### src/rtl/axi_ddc_oct_tone_loader_if.sv
// rtl/axi_ddc_oct_tone_loader_if.sv - DDC tone-configuration port bundle for the tone loader
interface axi_ddc_oct_tone_loader_if #(
  parameter int CH_W = 10
);
  // Load control
  logic            start;
  logic [CH_W-1:0] num_ch;
  logic            do_resync;
  // Tone table RAM
  logic            tbl_en;
  logic [CH_W-1:0] tbl_addr;
  logic [63:0]     tbl_data;
  // Software register path
  logic [31:0]     sw_ch;
  logic [31:0]     sw_pinc;
  logic [31:0]     sw_poff;
  logic            sw_pvalid;
  logic            sw_resync;
  // DDC side
  logic [31:0]     ch;
  logic [31:0]     pinc;
  logic [31:0]     poff;
  logic            pvalid;
  logic            resync;
  // Status
  logic            busy;
  logic            gate_hold;
  logic            done;
  logic            err_sw_drop;

  modport slave (
    input  start, num_ch, do_resync, tbl_data,
    input  sw_ch, sw_pinc, sw_poff, sw_pvalid, sw_resync,
    output tbl_en, tbl_addr,
    output ch, pinc, poff, pvalid, resync,
    output busy, gate_hold, done, err_sw_drop
  );

  modport master (
    output start, num_ch, do_resync, tbl_data,
    output sw_ch, sw_pinc, sw_poff, sw_pvalid, sw_resync,
    input  tbl_en, tbl_addr,
    input  ch, pinc, poff, pvalid, resync,
    input  busy, gate_hold, done, err_sw_drop
  );
endinterface

### src/rtl/axi_ddc_oct_tone_loader.sv
// rtl/axi_ddc_oct_tone_loader.sv - tone table sequencer and software/port arbiter for the DDC
module axi_ddc_oct_tone_loader #(
  parameter int CH_W = 10,
  parameter int GAP  = 4
) (
  input  logic                          S_AXI_ACLK,
  input  logic                          S_AXI_ARESET,
  axi_ddc_oct_tone_loader_if.slave      bus
);

  typedef enum logic [2:0] {IDLE, RD, CAP, HOLD, RSYNC, DONE} state_t;

  localparam logic [7:0] GAP_LAST = 8'(GAP - 1);

  state_t          state;
  logic [CH_W-1:0] idx;
  logic [CH_W-1:0] num_q;
  logic            rsync_q;
  logic [7:0]      gap_cnt;
  logic [CH_W:0]   idx_inc;

  // One bit wider than idx so the "more entries left" compare cannot wrap.
  assign idx_inc = {1'b0, idx} + (CH_W+1)'(1);

  // Load sequencer; every port output is a register written here.
  always_ff @(posedge S_AXI_ACLK) begin
    if (S_AXI_ARESET) begin
      state           <= IDLE;
      idx             <= '0;
      num_q           <= '0;
      rsync_q         <= 1'b0;
      gap_cnt         <= '0;
      bus.tbl_en      <= 1'b0;
      bus.tbl_addr    <= '0;
      bus.ch          <= '0;
      bus.pinc        <= '0;
      bus.poff        <= '0;
      bus.pvalid      <= 1'b0;
      bus.resync      <= 1'b0;
      bus.busy        <= 1'b0;
      bus.gate_hold   <= 1'b0;
      bus.done        <= 1'b0;
      bus.err_sw_drop <= 1'b0;
    end else begin
      // Strobes are single-cycle unless a state below re-asserts them.
      bus.pvalid <= 1'b0;
      bus.resync <= 1'b0;
      bus.done   <= 1'b0;
      bus.tbl_en <= 1'b0;

      // The loader owns the port while busy; any software strobe is lost and remembered.
      if (state != IDLE && (bus.sw_pvalid || bus.sw_resync))
        bus.err_sw_drop <= 1'b1;

      case (state)
        IDLE: begin
          bus.ch        <= bus.sw_ch;
          bus.pinc      <= bus.sw_pinc;
          bus.poff      <= bus.sw_poff;
          bus.pvalid    <= bus.sw_pvalid;
          bus.resync    <= bus.sw_resync;
          // busy also covers the cycle carrying done, so it falls one cycle after it.
          bus.busy      <= bus.start;
          bus.gate_hold <= bus.start;
          if (bus.start) begin
            num_q           <= bus.num_ch;
            rsync_q         <= bus.do_resync;
            bus.err_sw_drop <= 1'b0;
            idx             <= '0;
            if (bus.num_ch != '0) begin
              state        <= RD;
              bus.tbl_en   <= 1'b1;
              bus.tbl_addr <= '0;
            end else if (bus.do_resync) begin
              state <= RSYNC;
            end else begin
              state <= DONE;
            end
          end
        end

        RD: state <= CAP;

        CAP: begin
          bus.pinc   <= bus.tbl_data[31:0];
          bus.poff   <= bus.tbl_data[63:32];
          bus.ch     <= {{(32-CH_W){1'b0}}, idx};
          bus.pvalid <= 1'b1;
          gap_cnt    <= '0;
          state      <= HOLD;
        end

        HOLD: begin
          if (gap_cnt == GAP_LAST) begin
            if (idx_inc < {1'b0, num_q}) begin
              idx          <= idx_inc[CH_W-1:0];
              bus.tbl_en   <= 1'b1;
              bus.tbl_addr <= idx_inc[CH_W-1:0];
              state        <= RD;
            end else if (rsync_q) begin
              state <= RSYNC;
            end else begin
              state <= DONE;
            end
          end else begin
            gap_cnt <= gap_cnt + 8'd1;
          end
        end

        RSYNC: begin
          bus.resync <= 1'b1;
          state      <= DONE;
        end

        DONE: begin
          bus.done <= 1'b1;
          state    <= IDLE;
        end

        default: state <= IDLE;
      endcase
    end
  end

endmodule

### src/flat_wrapper.sv
// flat-port wrapper written by rule: the top's interface ports become plain ports
module axi_ddc_oct_tone_loader_flat 
#(
  parameter int CH_W = 10,
  parameter int GAP  = 4
)
  (S_AXI_ACLK, S_AXI_ARESET, bus_start, bus_num_ch, bus_do_resync, bus_tbl_data, bus_sw_ch, bus_sw_pinc, bus_sw_poff, bus_sw_pvalid, bus_sw_resync, bus_tbl_en, bus_tbl_addr, bus_ch, bus_pinc, bus_poff, bus_pvalid, bus_resync, bus_busy, bus_gate_hold, bus_done, bus_err_sw_drop);
  axi_ddc_oct_tone_loader_if #(.CH_W(CH_W)) bus_i ();
  input  logic S_AXI_ACLK;
  input  logic S_AXI_ARESET;
  input wire logic [$bits(bus_i.start)-1:0] bus_start;
  input wire logic [$bits(bus_i.num_ch)-1:0] bus_num_ch;
  input wire logic [$bits(bus_i.do_resync)-1:0] bus_do_resync;
  input wire logic [$bits(bus_i.tbl_data)-1:0] bus_tbl_data;
  input wire logic [$bits(bus_i.sw_ch)-1:0] bus_sw_ch;
  input wire logic [$bits(bus_i.sw_pinc)-1:0] bus_sw_pinc;
  input wire logic [$bits(bus_i.sw_poff)-1:0] bus_sw_poff;
  input wire logic [$bits(bus_i.sw_pvalid)-1:0] bus_sw_pvalid;
  input wire logic [$bits(bus_i.sw_resync)-1:0] bus_sw_resync;
  output wire logic [$bits(bus_i.tbl_en)-1:0] bus_tbl_en;
  output wire logic [$bits(bus_i.tbl_addr)-1:0] bus_tbl_addr;
  output wire logic [$bits(bus_i.ch)-1:0] bus_ch;
  output wire logic [$bits(bus_i.pinc)-1:0] bus_pinc;
  output wire logic [$bits(bus_i.poff)-1:0] bus_poff;
  output wire logic [$bits(bus_i.pvalid)-1:0] bus_pvalid;
  output wire logic [$bits(bus_i.resync)-1:0] bus_resync;
  output wire logic [$bits(bus_i.busy)-1:0] bus_busy;
  output wire logic [$bits(bus_i.gate_hold)-1:0] bus_gate_hold;
  output wire logic [$bits(bus_i.done)-1:0] bus_done;
  output wire logic [$bits(bus_i.err_sw_drop)-1:0] bus_err_sw_drop;
  assign bus_i.start = bus_start;
  assign bus_i.num_ch = bus_num_ch;
  assign bus_i.do_resync = bus_do_resync;
  assign bus_i.tbl_data = bus_tbl_data;
  assign bus_i.sw_ch = bus_sw_ch;
  assign bus_i.sw_pinc = bus_sw_pinc;
  assign bus_i.sw_poff = bus_sw_poff;
  assign bus_i.sw_pvalid = bus_sw_pvalid;
  assign bus_i.sw_resync = bus_sw_resync;
  assign bus_tbl_en = bus_i.tbl_en;
  assign bus_tbl_addr = bus_i.tbl_addr;
  assign bus_ch = bus_i.ch;
  assign bus_pinc = bus_i.pinc;
  assign bus_poff = bus_i.poff;
  assign bus_pvalid = bus_i.pvalid;
  assign bus_resync = bus_i.resync;
  assign bus_busy = bus_i.busy;
  assign bus_gate_hold = bus_i.gate_hold;
  assign bus_done = bus_i.done;
  assign bus_err_sw_drop = bus_i.err_sw_drop;
  axi_ddc_oct_tone_loader #(.CH_W(CH_W), .GAP(GAP)) u_core (.S_AXI_ACLK(S_AXI_ACLK), .S_AXI_ARESET(S_AXI_ARESET), .bus(bus_i));
endmodule
### config.mk
export PLATFORM = sky130hd
export DESIGN_NAME = axi_ddc_oct_tone_loader_flat
export DESIGN_NICKNAME = d
export VERILOG_FILES = /design/src/rtl/axi_ddc_oct_tone_loader_if.sv /design/src/rtl/axi_ddc_oct_tone_loader.sv /design/src/flat_wrapper.sv
export SDC_FILE = /design/constraint.sdc
export NUM_CORES = 1
export LEC_CHECK = 0
export CAP_MARGIN = 30
export CORE_MARGIN = 2
export CORE_UTILIZATION = 45
export CTS_CLUSTER_SIZE = 25
export DETAILED_ROUTE_END_ITERATION = 16
export MAX_ROUTING_LAYER = met4
export PLACE_DENSITY = 0.86
export SLEW_MARGIN = 5
export SYNTH_ARGS = -nofsm -noshare
export SYNTH_HDL_FRONTEND = slang
export SYNTH_SLANG_ARGS = --single-unit
### constraint.sdc
create_clock -name S_AXI_ACLK -period 7.9 [get_ports S_AXI_ACLK]
set_input_delay 1.975 -clock S_AXI_ACLK [delete_from_list [all_inputs] [get_ports S_AXI_ACLK]]
set_output_delay 1.975 -clock S_AXI_ACLK [all_outputs]
set_load 0.02 [all_outputs]
==> results of run 1 <==
[where the power goes]
| part | internal, uW | switching, uW |
|---|---|---|
| Sequential | 795 | 50.8 |
| Clock | 664 | 314 |
| Combinational | 264 | 262 |
[layer usage]
layer  vias to the layer above  track usage  routed length (um)
met3                        32       0.0932                1630
met5                         -            -                   0
met1                      2810        0.309                7980
li1                       2988            -                   -
met2                       229        0.442                9820
met4                         0       0.0948                 441
[final cells by class]
type | instances | area, um2
clock inverters | 14 | 283
repair buffers | 294 | 2950
clock buffers | 18 | 439
multi-input cells | 471 | 3120
well taps | 180 | 225
inverters | 21 | 78.8
fillers | 1040 | 3800
flip-flops and latches | 144 | 2890
[metrics by stage]
stage	util	worst slack [ns]	area, um2	hold WS, ns
floorplan	-	4.40	6280	0.432
detailed placement	0.670	3.63	9230	0.444
global route	0.724	3.83	9980	0.478
finish	0.724	3.96	9980	0.456
CTS	0.722	4.05	9950	0.459
global placement	0.670	3.72	9230	0.439
[path summary, 6_finish.rpt]
kind                         from                      to  slack [ns]  depth (start not counted)
hold / removal    u_core.num_q[0]         u_core.num_q[0]        0.46                          2
setup reg to reg    u_core.idx[0]  u_core.bus.tbl_addr[2]        4.54                         11
setup / recovery    bus_num_ch[4]  u_core.bus.tbl_addr[2]        3.96                          7
hold reg to reg   u_core.num_q[0]         u_core.num_q[0]        0.46                          2
[Yosys cell counts (2+ instances only)]
cell type / count / share of area
nand2_1: 37 / 0.022
nand4_1: 2 / 0.0020
xnor2_1: 3 / 0.0042
xor2_1: 10 / 0.014
o21ai_0: 22 / 0.018
and2_1: 3 / 0.0030
inv_1: 21 / 0.013
and4_4: 2 / 0.0036
mux2i_1: 75 / 0.12
a22oi_1: 22 / 0.026
a21oi_1: 27 / 0.022
nor2_1: 118 / 0.071
nand2b_1: 4 / 0.0040
o211ai_1: 3 / 0.0036
nand3b_1: 3 / 0.0036
a21o_1: 2 / 0.0024
o2bb2ai_1: 7 / 0.0098
and3b_1: 3 / 0.0042
ha_1: 11 / 0.022
nand3_1: 9 / 0.0072
buf_1: 3 / 0.0018
buf_2: 3 / 0.0024
clkbuf_1: 44 / 0.026
o32ai_1: 2 / 0.0028
a211oi_1: 75 / 0.090
or4_1: 2 / 0.0024
and3_1: 4 / 0.0040
nor3_1: 5 / 0.0040
dfxtp_1: 144 / 0.46
[state kept, by name (all words and copies together) (netlist names)]
register and cells:
u_core.rsync_q 1, u_core.bus.tbl_en 1, u_core.bus.tbl_addr 10, u_core.bus.err_sw_drop 1, u_core.bus.done 1, u_core.gap_cnt 8, u_core.bus.resync 1, u_core.bus.pinc 32
u_core.state 3, u_core.bus.ch 32, u_core.bus.busy 1, u_core.bus.pvalid 1, u_core.num_q 10, u_core.idx 10, u_core.bus.poff 32
[worst min-delay path, delay by kind of cell, from the launching register on]
family / cells / cell delay, ns
compound gates: 1 / 0.05
flops: 1 / 0.31
simple gates: 1 / 0.05
[cell families after synthesis]
logic type / count (synthesis) / synth area share
compound gates: 169 / 0.189
xor+xnor: 13 / 0.0181
fa+ha+maj: 11 / 0.0219
buf+inv: 73 / 0.0460
flops: 144 / 0.459
mux: 76 / 0.121
simple gates: 202 / 0.145
==> results.json, run 1 <==
{
  "fin_skew_ns": 0.0100,
  "ys.flop_type": "dfxtp_1",
  "ant_nets": 0,
  "wl_per_cell_um": 17.4,
  "peakVddDrop_mv": 0.184,
  "cts.sink_count": 144,
  "synth_area_um2": 6280,
  "grt_pass1_vias": 5847,
  "syn_inst": 688,
  "rsz0062_at_grt": "false",
  "layout_commonest_cell": "clkdlybuf4s50_1",
  "gp_congestion": 0.837,
  "grt_start_max_net_pins": 107,
  "dr_total_vias": 6059,
  "vias_per_cell": 5.31,
  "start_util": 0.456,
  "num_io_pins": 289,
  "fin_nets": 1136,
  "crit_top_cell": "o21ai_0",
  "power.density_nw_per_um2": 236,
  "grt-ovfl-total": 0,
  "synth-seq-area-share": 0.459,
  "setup-violations-final": 0,
  "cts_tree": "done",
  "clockBufferDepth": 2,
  "synth.ff_latch_count": 144,
  "clkTransAtPathRegs_ns": 0.06,
  "status": "completed",
  "avgSynthCellArea_um2": 9.12,
  "slowest_delay_ns": 0.54,
  "diodes": 0,
  "async_flop_share": 0,
  "critPathRequiredTime_ns": 8.23,
  "crit_family": "simple AND/OR/NAND/NOR gates",
  "grtUsageTotal": 0.270,
  "max_freq_ghz": 0.254,
  "grt_pass1_wl_mm": 30.3,
  "area_delta_synth_final_pct": 58.9,
  "port_buffers": 288,
  "drcViolationCount": 0,
  "hold_viol_final": 0,
  "crit_fanout": 9,
  "drt_iter0_drc": 389,
  "maxCapViolations": 0,
  "cp-start-kind": "primary input",
  "totalWireLength_mm": 19.9,
  "clkLatencyLatePin_ns": 0.42,
  "period_share": 0.499,
  "drt-pass1-iter-count": 7,
  "finalSetupTns_ns": 0,
  "row_count": 43,
  "synth_edf_count": 0,
  "ys_warn_count": 0,
  "critPathBufInv": 1,
  "period_minus_slack_ns": 3.94,
  "path_cells": "clkdlybuf4s50_1 -> or4_1 -> nor4_2 -> a21oi_1 -> nor2_1 -> o21ai_0 -> o21ai_0",
  "post_cts_buffers": 0,
  "slew_viol_final": 0,
  "syn-num-nets": 875,
  "stdcell_count": 1142,
  "cp_slowest_cell": "or4_1",
  "cts_made_buffers": 17,
  "dieArea_um2": 14900,
  "antenna_found_initial": 0,
  "coreArea_um2": 13800,
  "path_class": "in -> reg",
  "final_cell_mix": "clkdlybuf4s50_1, dfxtp_1, nor2_1, mux2i_1, a211oi_1",
  "htree_levels": 4,
  "arrival_ns": 4.28,
  "end_kind": "flip-flop",
  "dpl.cell_count": 1109,
  "slew_headroom": 0.391,
  "p_leak_uw": 0.00385,
  "tightest_slew_ns": 0.912,
  "hp-class": "reg -> reg",
  "cts_resized": 0,
  "p_total_uw": 2350,
  "die_w_um": 122,
  "yosysUniqueCellTypes": 51,
  "layout-drive-gt1-share": 0.0530,
  "ctsHoldBuffers": 0,
  "cts_root_buf": "clkbuf_16",
  "hpwl_mm": 14.2,
  "die_h_um": 122
}
Power figures use the tool's default switching activity.
==> run 2, diff against run 1 <==
--- a/config.mk
+++ b/config.mk
@@ -7,11 +7,11 @@
 export LEC_CHECK = 0
 export CAP_MARGIN = 30
 export CORE_MARGIN = 2
-export CORE_UTILIZATION = 45
+export CORE_UTILIZATION = 42
 export CTS_CLUSTER_SIZE = 25
 export DETAILED_ROUTE_END_ITERATION = 16
 export MAX_ROUTING_LAYER = met4
-export PLACE_DENSITY = 0.86
+export PLACE_DENSITY = 0.81
 export SLEW_MARGIN = 5
 export SYNTH_ARGS = -nofsm -noshare
 export SYNTH_HDL_FRONTEND = slang
==> constraint.sdc (replaced) <==
create_clock -name S_AXI_ACLK -period 3.7 [get_ports S_AXI_ACLK]
set_input_delay 0.925 -clock S_AXI_ACLK [delete_from_list [all_inputs] [get_ports S_AXI_ACLK]]
set_output_delay 0.925 -clock S_AXI_ACLK [all_outputs]
set_load 0.02 [all_outputs]
==> run 2 against run 1 <==
Against the previous run: cell area fell by 1.7%; clock-buffer cell count rose by 5; wire length fell by 4.7%; clock skew fell by 0.0046 ns; sequential power rose by 110%; critical path depth rose by 4; register-to-register slack got worse by 4.0 ns; combinational power rose by 110%; critical endpoint is now u_core.bus.tbl_addr[0].
==> results.json, run 2 (synthesized netlist as in run 1, its figures left out) <==
{
  "status": "completed",
  "grt_start_max_net_pins": 77,
  "grt-ovfl-total": 0,
  "htree_levels": 4,
  "cts_resized": 0,
  "p_leak_uw": 0.00377,
  "pre_cts_slack_ns": 0.473,
  "max_freq_ghz": 0.316,
  "power.density_nw_per_um2": 457,
  "clkTransAtPathRegs_ns": 0.06,
  "rr_worst_depth": 11,
  "fin_nets": 1139,
  "crit_fanout": 9,
  "swShare": 0.290,
  "port_buffers": 288,
  "tightest_slew_ns": 1.02,
  "vias_per_cell": 5.19,
  "die_h_um": 126,
  "r2r-start": "u_core.idx[2]",
  "hold_viol_final": 0,
  "regToRegEndpoint": "u_core.bus.tbl_addr[0]",
  "final-seq-area_um2": 2890,
  "cts_tree": "done",
  "p_switching_uw": 1300,
  "path_class": "reg -> reg",
  "cp-start-kind": "flip-flop",
  "post_cts_buffers": 0,
  "drt-pass1-iter-count": 5,
  "layout-drive-gt1-share": 0.0539,
  "drcViolationCount": 0,
  "grt_pass1_vias": 5752,
  "start_util": 0.430,
  "area_delta_synth_final_pct": 56.2,
  "fill_cells": 1200,
  "setup-violations-final": 0,
  "r2r_setup_slack_ns": 0.54,
  "grt_pass1_wl_mm": 29.8,
  "ant_nets": 0,
  "period_share": 0.854,
  "p_clk_frac": 0.351,
  "hp-class": "reg -> reg",
  "cts.sink_count": 144,
  "die_w_um": 126,
  "totalWireLength_mm": 18.9,
  "finalSetupTns_ns": 0,
  "finalWorstSetupSlack_ns": 0.540,
  "maxCapViolations": 0,
  "clkLatencyLatePin_ns": 0.41,
  "wl_per_cell_um": 16.5,
  "clockBufferDepth": 2,
  "peakVddDrop_mv": 0.346,
  "multi_input_area_um2": 3120,
  "hpwl_mm": 13.9,
  "final_cell_mix": "clkdlybuf4s50_1, dfxtp_1, nor2_1, mux2i_1, a211oi_1",
  "row_count": 44,
  "arrival_ns": 3.50,
  "fin_skew_ns": 0.00545,
  "coreArea_um2": 14600,
  "diodes": 0,
  "dieArea_um2": 15900,
  "grtUsageTotal": 0.243,
  "antenna_found_initial": 0,
  "cts_root_buf": "clkbuf_16",
  "critPathLaunch": "u_core.idx[2]",
  "p_int_uw": 3180,
  "top_regs": "u_core.bus.ch x32, u_core.bus.pinc x32, u_core.bus.poff x32",
  "holdWs_ns": 0.453,
  "num_io_pins": 289,
  "gp_congestion": 0.834,
  "end_kind": "flip-flop",
  "endpoint": "u_core.bus.tbl_addr[0]",
  "cts_made_buffers": 17,
  "critPathRequiredTime_ns": 4.04,
  "combinationalPowerShare": 0.253,
  "ctsHoldBuffers": 0,
  "period_minus_slack_ns": 3.16,
  "drt_iter0_drc": 346,
  "seqPwrFrac": 0.396,
  "slew_viol_final": 0,
  "layout_commonest_cell": "clkdlybuf4s50_1",
  "slew_headroom": 0.316,
  "rsz0062_at_grt": "false",
  "dr_total_vias": 5959
}
[run 2: area by class of cell]
| class | count | share of cell area |
|---|---|---|
| clock buffers | 23 | 0.0498 |
| clock inverters | 9 | 0.00600 |
| inverters | 21 | 0.00804 |
| multi-input cells | 471 | 0.318 |
| flip-flops and latches | 144 | 0.294 |
| well taps | 184 | 0.0235 |
| repair buffers | 297 | 0.301 |
[run 2: how the worst min path moves through the flow]
| stage | start | to | slack [ns] | cells past startpoint |
|---|---|---|---|---|
| after floorplan | u_core.num_q[0] | u_core.num_q[0] | 0.43 | 2 |
| after global placement | u_core.num_q[0] | u_core.num_q[0] | 0.44 | 2 |
| after detailed placement | u_core.num_q[4] | u_core.num_q[4] | 0.45 | 2 |
| after CTS | u_core.num_q[4] | u_core.num_q[4] | 0.45 | 2 |
| after global routing | u_core.num_q[3] | u_core.num_q[3] | 0.48 | 2 |
| final | u_core.num_q[5] | u_core.num_q[5] | 0.45 | 2 |
[run 2: power groups by stage]
stage | sequential (uW) | combinational, uW | clock (uW)
CTS | 1780 | 1140 | 1600
global route | 1800 | 1220 | 1670
detailed placement | 1810 | 1140 | 0
floorplan | 1960 | 424 | 0
finish | 1780 | 1130 | 1570
global placement | 1800 | 1120 | 0
[run 2: per-layer routing]
layer / vias to the layer above / wire, um / track usage
met3: 22 / 1320 / 0.0803
met5: - / 0 / -
met1: 2744 / 8010 / 0.287
met4: 0 / 284 / 0.0672
li1: 2991 / - / -
met2: 202 / 9340 / 0.398
[run 2: metrics by stage]
step	area (um2)	instances	util	total power, uW
after floorplan	6280	688	-	2380
after global placement	9260	1117	0.635	2930
after detailed placement	9260	1117	0.635	2950
after CTS	9810	1149	0.672	4520
after global routing	9810	1149	0.672	4680
final	9810	1149	0.672	4480
[run 2: worst max-delay path: stages, from the launching register on]
cell	delay (ns)
dfxtp_1	0.48
and4_4	0.30
and4_4	0.26
nand2b_1	0.17
nand2_1	0.07
ha_1	0.30
a21oi_1	0.06
nor2b_1	0.19
a311oi_4	0.09
o32ai_1	0.87
o21ai_0	0.17
o21ai_0	0.11
==> run 3, diff against run 2 <==
--- a/config.mk
+++ b/config.mk
@@ -8,6 +8,7 @@
 export CAP_MARGIN = 30
 export CORE_MARGIN = 2
 export CORE_UTILIZATION = 42
+export CTS_CLUSTER_DIAMETER = 100
 export CTS_CLUSTER_SIZE = 25
 export DETAILED_ROUTE_END_ITERATION = 16
 export MAX_ROUTING_LAYER = met4
==> results of run 3 <==
Same layout as run 2: the final DEF is identical, and so are final timing and power.
